[src/rtl/te_packet_decoder.sv]
// te_packet_decoder: reassembles length-framed trace packets and decodes format and standard fields.
// Define TE_DECODE_DIFF_ADDR_EN to rebuild branch/address-only addresses from a last-address register.
module te_packet_decoder #(
  parameter int XLEN = 32,
  parameter int PRIVLEN = 2,
  parameter int CAUSELEN = 5,
  parameter int MAX_BYTES = 16
) (
  input  logic clk_i,
  input  logic rst_ni,
  input  logic in_valid_i,
  output logic in_ready_o,
  input  logic [7:0] in_data_i,
  output logic pkt_valid_o,
  input  logic pkt_ready_i,
  output logic [1:0] pkt_format_o,
  output logic [1:0] pkt_subformat_o,
  output logic pkt_branch_o,
  output logic [PRIVLEN-1:0] pkt_priv_o,
  output logic [CAUSELEN-1:0] pkt_ecause_o,
  output logic pkt_interrupt_o,
  output logic [4:0] pkt_branches_o,
  output logic [30:0] pkt_branch_map_o,
  output logic [XLEN-1:0] pkt_addr_o,
  output logic [$clog2(MAX_BYTES+1)-1:0] pkt_len_o,
  output logic [MAX_BYTES*8-1:0] pkt_payload_o,
  output logic err_o
);
  localparam int LW = $clog2(MAX_BYTES + 1);
  localparam logic [7:0] MAXB = 8'(MAX_BYTES);
  typedef enum logic [1:0] {IDLE, COLLECT, DISCARD, OUTPUT} state_e;
  state_e state, state_n;
  logic [MAX_BYTES*8-1:0] payload;
  logic [LW-1:0] len, idx;
  logic [7:0] rem;
  logic [1:0] fmt, sub;
  logic take, last, len_ok, is_br, is_ad, is_sync, is_trap;
  logic [XLEN-1:0] diff, rel_addr;
  assign take = in_valid_i & in_ready_o;
  assign last = rem == 8'd1;
  assign len_ok = in_data_i != 8'd0 && in_data_i <= MAXB;
  assign idx = len - LW'(rem);
  assign fmt = payload[1:0];
  assign sub = fmt == 2'd3 ? payload[3:2] : 2'd0;
  assign is_br = fmt == 2'd1;
  assign is_ad = fmt == 2'd2;
  assign is_sync = fmt == 2'd3 && sub == 2'd0;
  assign is_trap = fmt == 2'd3 && sub == 2'd1;
  assign diff = is_br ? XLEN'(payload >> 38) : XLEN'(payload >> 2);
  always_ff @(posedge clk_i)
    if (!rst_ni) state <= IDLE;
    else state <= state_n;
  always_comb begin
    state_n = state;
    case (state)
      IDLE:    if (take && in_data_i != 8'd0) state_n = in_data_i > MAXB ? DISCARD : COLLECT;
      COLLECT: if (take && last) state_n = OUTPUT;
      DISCARD: if (take && last) state_n = IDLE;
      OUTPUT:  if (pkt_ready_i) state_n = IDLE;
      default: state_n = IDLE;
    endcase
  end
  always_comb begin
    in_ready_o = rst_ni && state != OUTPUT;
    pkt_valid_o = state == OUTPUT;
  end
  // rem counts bytes still owed by the current frame, for both collect and discard
  always_ff @(posedge clk_i) begin
    if (!rst_ni) begin
      payload <= '0;
      len <= '0;
      rem <= '0;
      err_o <= 1'b0;
    end else begin
      err_o <= state == IDLE && take && !len_ok;
      if (state == IDLE && take) begin
        rem <= in_data_i;
        if (len_ok) begin
          payload <= '0;
          len <= LW'(in_data_i);
        end
      end else if (take) begin
        rem <= rem - 8'd1;
        if (state == COLLECT) payload[{idx, 3'b000} +: 8] <= in_data_i;
      end
    end
  end
`ifdef TE_DECODE_DIFF_ADDR_EN
  logic [XLEN-1:0] last_addr;
  assign rel_addr = last_addr + diff;
  always_ff @(posedge clk_i)
    if (!rst_ni) last_addr <= '0;
    else if (pkt_valid_o && pkt_ready_i && (is_br || is_ad || is_sync || is_trap)) last_addr <= pkt_addr_o;
`else
  assign rel_addr = diff;
`endif
  always_comb begin
    pkt_format_o = fmt;
    pkt_subformat_o = sub;
    pkt_len_o = len;
    pkt_payload_o = payload;
    pkt_branches_o = is_br ? 5'(payload >> 2) : 5'd0;
    pkt_branch_map_o = is_br ? 31'(payload >> 7) : 31'd0;
    pkt_branch_o = (is_sync | is_trap) & payload[4];
    pkt_priv_o = is_sync | is_trap ? PRIVLEN'(payload >> 5) : '0;
    pkt_ecause_o = is_trap ? CAUSELEN'(payload >> (5 + PRIVLEN)) : '0;
    pkt_interrupt_o = is_trap & payload[5+PRIVLEN+CAUSELEN];
    pkt_addr_o = is_sync ? XLEN'(payload >> (5 + PRIVLEN)) :
                 is_trap ? XLEN'(payload >> (6 + PRIVLEN + CAUSELEN)) :
                 is_br | is_ad ? rel_addr : '0;
  end
endmodule

[config.mk]
export PLATFORM = sky130hd
export DESIGN_NAME = te_packet_decoder
export DESIGN_NICKNAME = d
export VERILOG_FILES = /design/src/rtl/te_packet_decoder.sv
export SDC_FILE = /design/constraint.sdc
export NUM_CORES = 1
export LEC_CHECK = 0
export ABC_CLOCK_PERIOD_IN_PS = 8900
export CAP_MARGIN = 20
export CORE_AREA = 10 10 129 131
export CTS_CLUSTER_DIAMETER = 150
export DETAILED_ROUTE_END_ITERATION = 16
export DIE_AREA = 0 0 139 141
export GPL_TIMING_DRIVEN = 1
export PLACE_DENSITY_LB_ADDON = 0.1
export SYNTH_ARGS = -nofsm -noshare
export SYNTH_HDL_FRONTEND = slang
export SYNTH_SLANG_ARGS = --single-unit
[constraint.sdc]
create_clock -name clk_i -period 8.9 [get_ports clk_i]
set_clock_uncertainty 0.1 [all_clocks]
set_input_delay 1.78 -clock clk_i [delete_from_list [all_inputs] [get_ports clk_i]]
set_output_delay 1.78 -clock clk_i [all_outputs]
set_load 0.01 [all_outputs]
==> summary.md, run 1 <==
| Metric | Value |
|---|---|
| Status | `completed` |
| Ys flop type | `dfxtp_1` |
| Leak | `3.34 nW` |
| Min-delay src | `pkt_payload_o[98]$_SDFFE_PN0P_` |
| CTS H-tree depth | `4` |
| IO buf count | `approximately 230` |
| Final hold viol count | `0` |
| CTS sink count | `144` |
| Unrepaired setup endpoints after global routing | `false` |
| DRC viols | `0` |
| Worst reg2reg path depth | `9` |
| Total die area | `slightly below 20000 µm²` |
| Synth top area share | `41.5%` |
| Die X | `139 µm` |
| Routed WL | `26.4 mm` |
| Pint | `0.00108 W` |
| Final net count | `945` |
| Fin. max-slew vios | `0` |
| Sequential power share | `between 40 and 50%` |
| Slew @ Worst Pin | `between 0.8 and 0.9 ns` |
| RR Startpoint | `rem[0]$_SDFFE_PN0N_` |
| Switching part of the total power | `27.7%` |
| Overall Global Routing Usage | `25.5%` |
| I/O pins | `229` |
| Kind of critical path | `primary input to output pin` |
| Via density | `6.02` |
| Root Buffer | `clkbuf_16` |
| Synth area leader | `dfxtp_1` |
| Psw | `0.000411 W` |
| DP HPWL | `20.0 mm` |
| Most frequent cells after synthesis | `144 x dfxtp_1, 80 x a22o_1, 69 x mux2i_1` |
| Largest net degree at the start of global routing | `69` |
| Number of enable flip-flop cells after synthesis | `0` |
| Max Root-Sink Buffers | `2` |
| Placed Cells incl. Taps | `1083` |
| Final period util | `59.0%` |
| YS warnings | `0` |
| Syn Area/Cell | `9.62 µm²` |
| Reg2reg end | `pkt_payload_o[21]$_SDFFE_PN0P_` |
| Unique masters post-synth | `62` |
| Yosys reg bits | `between 100 and 150` |
| Via Count | `6731` |
| Post-DRT Antenna Nets | `0` |
| Die H | `141 µm` |
| Worst Path Arrival | `3.37 ns` |
| CP startpoint kind | `primary input` |
| Initial cell density of the core | `48.9%` |
| WL/cell | `23.6 µm` |
| Crit end category | `output pin` |
| Post-CTS Setup Bufs | `0` |
| Vias in the first global route | `roughly 6600` |
| Hold crit path type | `register to register` |
| Total Power | `0.00149 W` |
| Fmax | `190 MHz` |
| Cell with the most instances after synthesis | `dfxtp_1` |
| Setup TNS | `0 ns` |
| Worst Hold Endpoint | `pkt_payload_o[98]$_SDFFE_PN0P_` |
| Hold path depth | `1` |
| Leading post-synthesis cells by cell area | `dfxtp_1 41%, a22o_1 10%, mux2i_1 9.9%` |
| Syn_nets | `747` |
| Initial antenna violation count | `1` |
| Synth Cell Area | `6950 µm²` |
| Worst-path fanout max | `46` |
| TritonCTS Buffers | `17` |
| Final Critical Period | `5.25 ns` |
| Crit. Startpoint | `rst_ni` |
| Setup violators final | `0` |
| Gpl congestion | `0.872` |
| Fin Hold WS | `0.369 ns` |
| Clock power share | `44.7%` |
| CP required | `7.02 ns` |
| PwrDens | `151 nW/µm²` |
| Max_cap viols | `0` |
| Max_slew headroom | `46.0%` |
| First-pass GRT wire length | `40.2 mm` |
| Clock latency on the worst-skew pair | `0.42 ns` |
| CTS clk-pin slew, worst paths | `around 0.06 ns` |
| Filler Cells Inserted | `about 1100` |
| TritonCTS clock tree | `yes` |
| Post-Layout Cell Count | `about 1100` |
| # rows | `44` |
| Post-CTS resize count | `0` |
| Sequential-to-total area share from yosys stat | `41.5%` |
| Combinational share of power | `11.2%` |
| Share of cells above drive strength 1 | `8.57%` |
| Initial drt markers | `521` |
| Core outline area | `14200 µm²` |
| Gr ovfl total | `0` |
| Pre-antenna DRT Iters | `7` |
| Peak VDD IR | `0.000147 V` |
| Async SR Flop Fraction | `0%` |
| CTS hold repair buffers | `0` |
| R2r setup slk | `5.41 ns` |
| Mapped Cells | `723` |
| Area Growth Syn to Fin | `41.8%` |
## registers in the layout (all words and copies together), names as in the netlist
name and cells:
err_o 1, pkt_payload_o 128, state 2, rem 8, pkt_len_o 5
## critical path, cell delays in order
cell	delay (ns)
clkdlybuf4s50_1	0.46
buf_4	0.39
nor2b_1	0.19
clkdlybuf4s50_1	0.54
## area by class of cell
cell class	count	area [µm²]	share of cell area, %
inverters	10	37.5	0.381
multi-input cells	512	3770	38.3
well taps	184	230	2.33
diodes	1	2.50	0.0254
repair buffers	236	2370	24.1
flip-flops and latches	144	2880	29.2
clock buffers	18	439	4.45
clock inverters	14	120	1.22
## cell families after synthesis
kind of cell	count (synthesis)	synth area share, %
and+or+nand+nor	213	16.5
adders and majority gates	12	2.27
AOI/OAI and AO/OA	209	23.9
xor gates and xnor gates	8	1.44
DFF	144	41.5
buffers and inverters	67	4.30
muxes	70	10.1
## through the flow
step	cell area, µm²	setup slack, ns	utilization, %
after global routing	9860	3.54	69.4
after CTS	9820	3.64	69.2
after detailed placement	9260	3.51	65.2
final	9860	3.65	69.4
after global placement	9240	3.62	65.0
after floorplan	6950	4.29	-
## layer usage
| layer | part of all wire [%] | routed length (µm) | track usage [%] | vias up |
|---|---|---|---|---|
| li1 | - | - | - | 3079 |
| met1 | 39 | 10400 | 29.4 | 3292 |
| met2 | 50 | 13300 | 44.4 | 314 |
| met3 | 8.2 | 2170 | 7.26 | 46 |
| met4 | 2.3 | 597 | 8.29 | 0 |
| met5 | 0 | 0 | 0 | - |
## cells in the final DEF (no fill, tap or decap), drive strengths merged, types with 2 or more instances in the layout
cell type / instances
a211oi: 3
a21oi: 12
a22o: 80
a31oi: 11
a32o: 16
and2: 50
and3: 9
buf: 8
clkbuf: 18
clkdlybuf4s50: 228
clkinv: 2
clkinvlp: 5
dfxtp: 144
ha: 11
inv: 17
mux2i: 69
nand2: 53
nand2b: 8
nand3: 10
nand4: 3
nor2: 42
nor2b: 12
nor3: 7
nor4: 4
o211ai: 3
o21ai: 25
o221a: 3
o22ai: 50
or2: 6
or3: 3
xnor2: 4
xor2: 3
## worst max-delay path by stage
stage,to,depth (start not counted)
after global routing,in_ready_o,4
after detailed placement,pkt_payload_o[38]$_SDFFE_PN0P_,8
after floorplan,in_ready_o,4
final,in_ready_o,4
after global placement,pkt_payload_o[36]$_SDFFE_PN0P_,8
after CTS,in_ready_o,4
## power by group through the flow
stage | registers, W | logic (W) | clock network, W
6_report | 0.000655 | 0.000167 | 0.000665
2_1_floorplan | 0.000667 | 0.000124 | 0
3_3_place_gp | 0.000669 | 0.000163 | 0
3_5_place_dp | 0.000669 | 0.000164 | 0
5_1_grt | 0.000655 | 0.000181 | 0.000696
4_1_cts | 0.000654 | 0.000165 | 0.000670
Note: power is estimated with default switching activity, not from simulation.
==> run 2, diff against run 1 <==
Settings changed: ABC_CLOCK_PERIOD_IN_PS 8900 to 4500, CORE_AREA 10 10 129 131 to 10 10 140 142, DIE_AREA 0 0 139 141 to 0 0 150 152.
Clock period 8.9 ns to 4.5 ns, I/O delays scaled along.
==> run 2 against run 1 <==
- critical path depth rose by 1
- global-route usage is 2.3 points lower
- routed wire length up 3.9%
- power rose by 110%
- non-clock buffer count is 11 higher
- combinational power rose by 110%
- sequential cell count did not move
- sequential power up 97%
- clock-buffer cell count fell by 1
- highest routed layer unchanged
==> summary.md, run 2 (same netlist as run 1, synthesis figures left out) <==
| Metric | Value |
|---|---|
| Status | `completed` |
| Initial antenna violation count | `0 (-1)` |
| Most frequent cells in the layout | `228 x clkdlybuf4s50_1, 143 x dfxtp_1, 80 x a22o_1` |
| Final hold viol count | `0 (unchanged)` |
| Largest register FFs | `128 (unchanged)` |
| Initial drt markers | `523 (+0.38%)` |
| Slew @ Worst Pin | `0.959 ns (+0.149 ns)` |
| DP HPWL | `20.7 mm (+3.7%)` |
| Root Buffer | `clkbuf_16` |
| Storage cell area | `2880 µm² (unchanged)` |
| PwrDens | `310 nW/µm² (+110%)` |
| Max_cap viols | `0 (unchanged)` |
| Final net count | `956 (+1.2%)` |
| TritonCTS Buffers | `17 (unchanged)` |
| Vias in the first global route | `6638 (+0.015%)` |
| Post-Layout Cell Count | `1170 (+4.6%)` |
| DRC viols | `0 (unchanged)` |
| CTS hold repair buffers | `0 (unchanged)` |
| Max Root-Sink Buffers | `2 (unchanged)` |
| Placed Cells incl. Taps | `1138 (+5.1%)` |
| Leak | `3.41 nW (+2.4%)` |
| Crit path max-delay family | `buffers and inverters` |
| Setup TNS | `0 ns (unchanged)` |
| Worst Path Arrival | `2.86 ns (-0.51 ns)` |
| Final Critical Period | `approximately 3.9 ns` |
| Initial cell density of the core | `41.0% (-7.9 points)` |
| Pre-antenna DRT Iters | `5 (-2)` |
| Fin Hold WS | `0.369 ns (-0.0000130 ns)` |
| CP required | `3.50 ns (-3.52 ns)` |
| Worst-path fanout max | `27 (-41%)` |
| Unrepaired setup endpoints after global routing | `false` |
| Post-DRT Antenna Nets | `0 (unchanged)` |
| I/O pins | `229 (unchanged)` |
| Finished Cell Area | `10000 µm² (+1.5%)` |
| Routed WL | `27.4 mm (+3.9%)` |
| CP startpoint kind | `register` |
| First-pass GRT wire length | `41.4 mm (+3.0%)` |
| CTS H-tree depth | `4 (unchanged)` |
| Via Count | `6699 (-0.48%)` |
| Overall Global Routing Usage | `23.2% (-2.3 points)` |
| Setup violators final | `0 (unchanged)` |
| Filler Cells Inserted | `1445 (+29%)` |
| Share of cells above drive strength 1 | `9.63% (+1.1 points)` |
| Area taken by multi-input logic gates | `3770 µm² (unchanged)` |
| Kind of critical path | `register to output pin` |
| Final period util | `85.7%` |
| Leading cell type in the layout, fill and taps excluded | `clkdlybuf4s50_1` |
| N_diodes | `0 (-1)` |
| Total die area | `22800 µm² (+16%)` |
| IO buf count | `228 (unchanged)` |
| CTS clk-pin slew, worst paths | `0.06 ns (about the same)` |
| Area Growth Syn to Fin | `44.0%` |
| Placed cell area | `9400 µm² (+1.5%)` |
| CTS sink count | `144 (unchanged)` |
| Via density | `5.73 (-4.8%)` |
| Critical-path top delay cell | `ha_2` |
| Max_slew headroom | `36.1% (-10 points)` |
| Critical path, cell by cell | `ha_2, buf_4, mux2i_1, o22ai_1, clkdlybuf4s50_1` |
| Fin. max-slew vios | `0 (unchanged)` |
| Largest net degree at the start of global routing | `33 (-52%)` |
| Hold crit path type | `register to register` |
| Clock latency on the worst-skew pair | `0.42 ns (about the same)` |
| Post-CTS Setup Bufs | `0 (unchanged)` |
| Core outline area | `16900 µm² (+19%)` |
| Post-CTS resize count | `0 (unchanged)` |
| # rows | `48 (+9.1%)` |
| Fmax | `~260 MHz` |
| Die H | `152 µm (+7.8%)` |
| Largest stage delay, worst path | `0.61 ns (+0.07 ns)` |
| Gpl congestion | `0.865 (-0.76%)` |
| Gr ovfl total | `0 (unchanged)` |
| Crit end category | `output pin` |
| Die X | `150 µm (+7.9%)` |
| Number of buffers and inverters on the critical path | `2 (-1)` |
| WL/cell | `23.5 µm (-0.64%)` |
| Peak VDD IR | `0.000253 V (+72%)` |
| TritonCTS clock tree | `yes` |
run 2: cell count changes in the layout (fill, tap and decap cells not counted), moves of 2 or more:
cell / delta
buf_4: +13
clkinvlp_4: -4
inv_6: +3
bufinv_16: +2
run 2: worst reg2reg max path, cell delays in order (launching register included):
cell     delay [ns]
dfxtp_1        0.47
ha_1           0.24
fa_1           0.49
ha_1           0.29
and2_1         0.20
nor3_1         0.46
nand3_1        0.32
nor3_2         0.65
a22o_1         0.22
run 2: per-layer routing:
metal  part of all wire (%)  vias to the layer above  global-route usage [%]
li1                       -                     3102                       -
met1                     42                     3285                    27.8
met3                    6.2                       42                    4.84
met4                    1.8                        0                    6.62
met5                      0                        -                       0
met2                     50                      270                    40.4
run 2: path summary, 6_finish.rpt:
| kind | start | endpoint | slack (ns) | cells after the start |
|---|---|---|---|---|
| worst min register to register | pkt_payload_o[98]$_SDFFE_PN0P_ | pkt_payload_o[98]$_SDFFE_PN0P_ | 0.37 | 1 |
| worst max register to register | rem[0]$_SDFFE_PN0N_ | pkt_payload_o[17]$_SDFFE_PN0P_ | 1.00 | 8 |
| worst max-delay path | pkt_payload_o[0]$_SDFFE_PN0P_ | pkt_addr_o[30] | 0.64 | 5 |
| worst min-delay path | pkt_payload_o[98]$_SDFFE_PN0P_ | pkt_payload_o[98]$_SDFFE_PN0P_ | 0.37 | 1 |
run 2: layout make-up:
cell class / count / share of cell area, %
multi-input cells: 512 / 37.7
flip-flops and latches: 144 / 28.8
inverters: 10 / 0.375
well taps: 225 / 2.81
clock inverters: 15 / 1.87
clock buffers: 17 / 4.25
repair buffers: 247 / 24.2
run 2: power breakdown:
| group | leakage [nW] | internal [W] | switching (W) |
|---|---|---|---|
| combinational | 1.95 | 0.000113 | 0.000231 |
| sequential | 1.16 | 0.00128 | 0.0000115 |
| clock | 0.299 | 0.000845 | 0.000615 |
run 2: stage by stage:
stage               utilization, %  worst slack, ns  power [W]
finish                        59.1            0.645    0.00310
global route                  59.1            0.512    0.00320
CTS                           59.1            0.615    0.00310
detailed placement            55.5            0.820    0.00166
global placement              55.5            0.867    0.00166
floorplan                        -             1.49    0.00156
==> run 3, diff against run 2 <==
Settings changed: CORE_AREA 10 10 140 142 to 2 2 132 134, CTS_CLUSTER_DIAMETER 150 to 80, DIE_AREA 0 0 150 152 to 0 0 134 136.
==> run 3 against run 2 <==
- clock-buffer cell count rose by 1
- sequential power about the same
- routed wire length shrank 7.2%
- sequential cell count unchanged
- critical path depth unchanged
- first-iteration DRC count is 1.3% lower
- maximum frequency up 3.0%
- global-route usage up 3.9 points
- utilization about the same
- clock power down 5%
- register-to-register slack barely moved
- critical endpoint is now pkt_addr_o[7]
- highest routed layer unchanged
==> summary.md, run 3 (same netlist as run 1, synthesis figures left out) <==
| Metric | Value |
|---|---|
| Placed cell area | `9390 µm² (-0.11%)` |
| Placed Cells incl. Taps | `1135 (-0.26%)` |
| Core outline area | `16900 µm² (-0.35%)` |
| Vias in the first global route | `6373 (-4.0%)` |
| Routed WL | `25.5 mm (-7.2%)` |
| Peak VDD IR | `0.000240 V (-4.9%)` |
| Max_cap viols | `0 (unchanged)` |
| CTS clk-pin slew, worst paths | `0.06 ns (about the same)` |
| Finished Cell Area | `9970 µm² (-0.43%)` |
| PwrDens | `304 nW/µm² (-1.8%)` |
| WL/cell | `21.8 µm (-6.9%)` |
| Fin. max-slew vios | `0 (unchanged)` |
| Pre-antenna DRT Iters | `5 (unchanged)` |
| CP startpoint kind | `register` |
| Area Growth Syn to Fin | `43.4%` |
| CTS sink count | `144 (unchanged)` |
| Status | `completed` |
| Root Buffer | `clkbuf_16` |
| IO buf count | `228 (unchanged)` |
| Setup TNS | `0 ns (unchanged)` |
| Initial drt markers | `516 (-1.3%)` |
| Initial cell density of the core | `41.2% (+0.15 points)` |
| TritonCTS clock tree | `yes` |
| DP HPWL | `19.0 mm (-8.2%)` |
| Post-Layout Cell Count | `1167 (-0.26%)` |
| Leading cell type in the layout, fill and taps excluded | `clkdlybuf4s50_1` |
| Most frequent cells in the layout | `228 x clkdlybuf4s50_1, 143 x dfxtp_1, 80 x a22o_1` |
| DRC viols | `0 (unchanged)` |
| Gpl congestion | `0.880 (+1.7%)` |
| CTS H-tree depth | `4 (unchanged)` |
| Hold crit path type | `register to register` |
| Via density | `5.79 (+1.1%)` |
| Share of cells above drive strength 1 | `9.34% (-0.29 points)` |
| Post-CTS Setup Bufs | `0 (unchanged)` |
| Fin Hold WS | `0.376 ns (+0.00761 ns)` |
| Filler Cells Inserted | `1462 (+1.2%)` |
| Total die area | `18200 µm² (-20%)` |
| Die X | `134 µm (-11%)` |
| Final Critical Period | `3.74 ns (-0.113 ns)` |
| Fmax | `267 MHz (+3.0%)` |
| Initial antenna violation count | `0 (unchanged)` |
| Worst Path Arrival | `2.74 ns (-0.12 ns)` |
| Final net count | `953 (-0.31%)` |
| Largest net degree at the start of global routing | `69 (+110%)` |
| Max Root-Sink Buffers | `2 (unchanged)` |
| CP required | `3.50 ns (about the same)` |
| Worst-path fanout max | `23 (-15%)` |
| Largest register FFs | `128 (unchanged)` |
| Die H | `136 µm (-11%)` |
| Setup violators final | `0 (unchanged)` |
| First-pass GRT wire length | `38.0 mm (-8.3%)` |
| Post-CTS resize count | `0 (unchanged)` |
| Clock latency on the worst-skew pair | `0.43 ns (about the same)` |
| Final period util | `83.2% (-2.5 points)` |
| N_diodes | `0 (unchanged)` |
| Slew @ Worst Pin | `0.820 ns (-0.139 ns)` |
| Gr ovfl total | `0 (unchanged)` |
| Max_slew headroom | `45.2% (+9.2 points)` |
| Final hold viol count | `0 (unchanged)` |
| TritonCTS Buffers | `17 (unchanged)` |
| Crit end category | `output pin` |
| Kind of critical path | `register to output pin` |
| Post-DRT Antenna Nets | `0 (unchanged)` |
| Leak | `3.39 nW (-0.60%)` |
| CTS hold repair buffers | `0 (unchanged)` |
| Via Count | `6758 (+0.88%)` |
| I/O pins | `229 (unchanged)` |
| Overall Global Routing Usage | `27.1% (+3.9 points)` |
| # rows | `48 (unchanged)` |
| Unrepaired setup endpoints after global routing | `false` |
-- run 3: changes by cell type in the layout (fill, tap and decap cells not counted), sizes merged --
cell      previous run  this run
clkbuf              17        18
clkinv               2         4
bufinv               2         1
inv                 20        19
buf                 19        16
clkinvlp             1         0
-- run 3: worst max-delay path, stage by stage, from the launching register on --
cell             delay [ns]
dfxtp_1                0.46
ha_2                   0.31
nand2b_1               0.32
buf_4                  0.32
o22ai_1                0.29
clkdlybuf4s50_1        0.60
-- run 3: worst paths after layout --
kind / from / end / slack [ns] / cells after the start
min reg2reg: pkt_payload_o[99]$_SDFFE_PN0P_ / pkt_payload_o[99]$_SDFFE_PN0P_ / 0.38 / 1
min: pkt_payload_o[99]$_SDFFE_PN0P_ / pkt_payload_o[99]$_SDFFE_PN0P_ / 0.38 / 1
max: pkt_payload_o[0]$_SDFFE_PN0P_ / pkt_addr_o[7] / 0.76 / 5
max reg2reg: rem[0]$_SDFFE_PN0N_ / pkt_payload_o[16]$_SDFFE_PN0P_ / 1.01 / 8
-- run 3: metal layers --
metal	GRT usage (%)	part of all wire, %	vias up
met1	33.5	41	3306
met4	9.40	2.4	0
met5	0	0	-
met2	47.0	50	303
met3	5.33	6.6	48
li1	-	-	3101
-- run 3: through the flow --
step	util, %	total power [W]	setup WS (ns)
2_1_floorplan	-	0.00156	1.49
3_3_place_gp	55.6	0.00165	0.666
3_5_place_dp	55.6	0.00166	0.668
4_1_cts	59.1	0.00303	0.741
5_1_grt	59.1	0.00311	0.682
6_report	59.1	0.00303	0.758
-- run 3: where the power goes --
part,switching [W],internal (W),total (W),leakage [nW]
clock network,0.000600,0.000794,0.00139,0.291
registers,0.0000122,0.00128,0.00130,1.16
logic,0.000230,0.000112,0.000342,1.94
total,0.000842,0.00219,0.00303,3.39
-- run 3: cell type report --
type	count	area [µm²]	share of cell area, %
multi-input cells	512	3770	37.8
flip-flops and latches	144	2880	28.9
repair buffers	244	2410	24.2
clock buffers	18	439	4.40
well taps	225	282	2.82
clock inverters	14	141	1.42
inverters	10	37.5	0.376
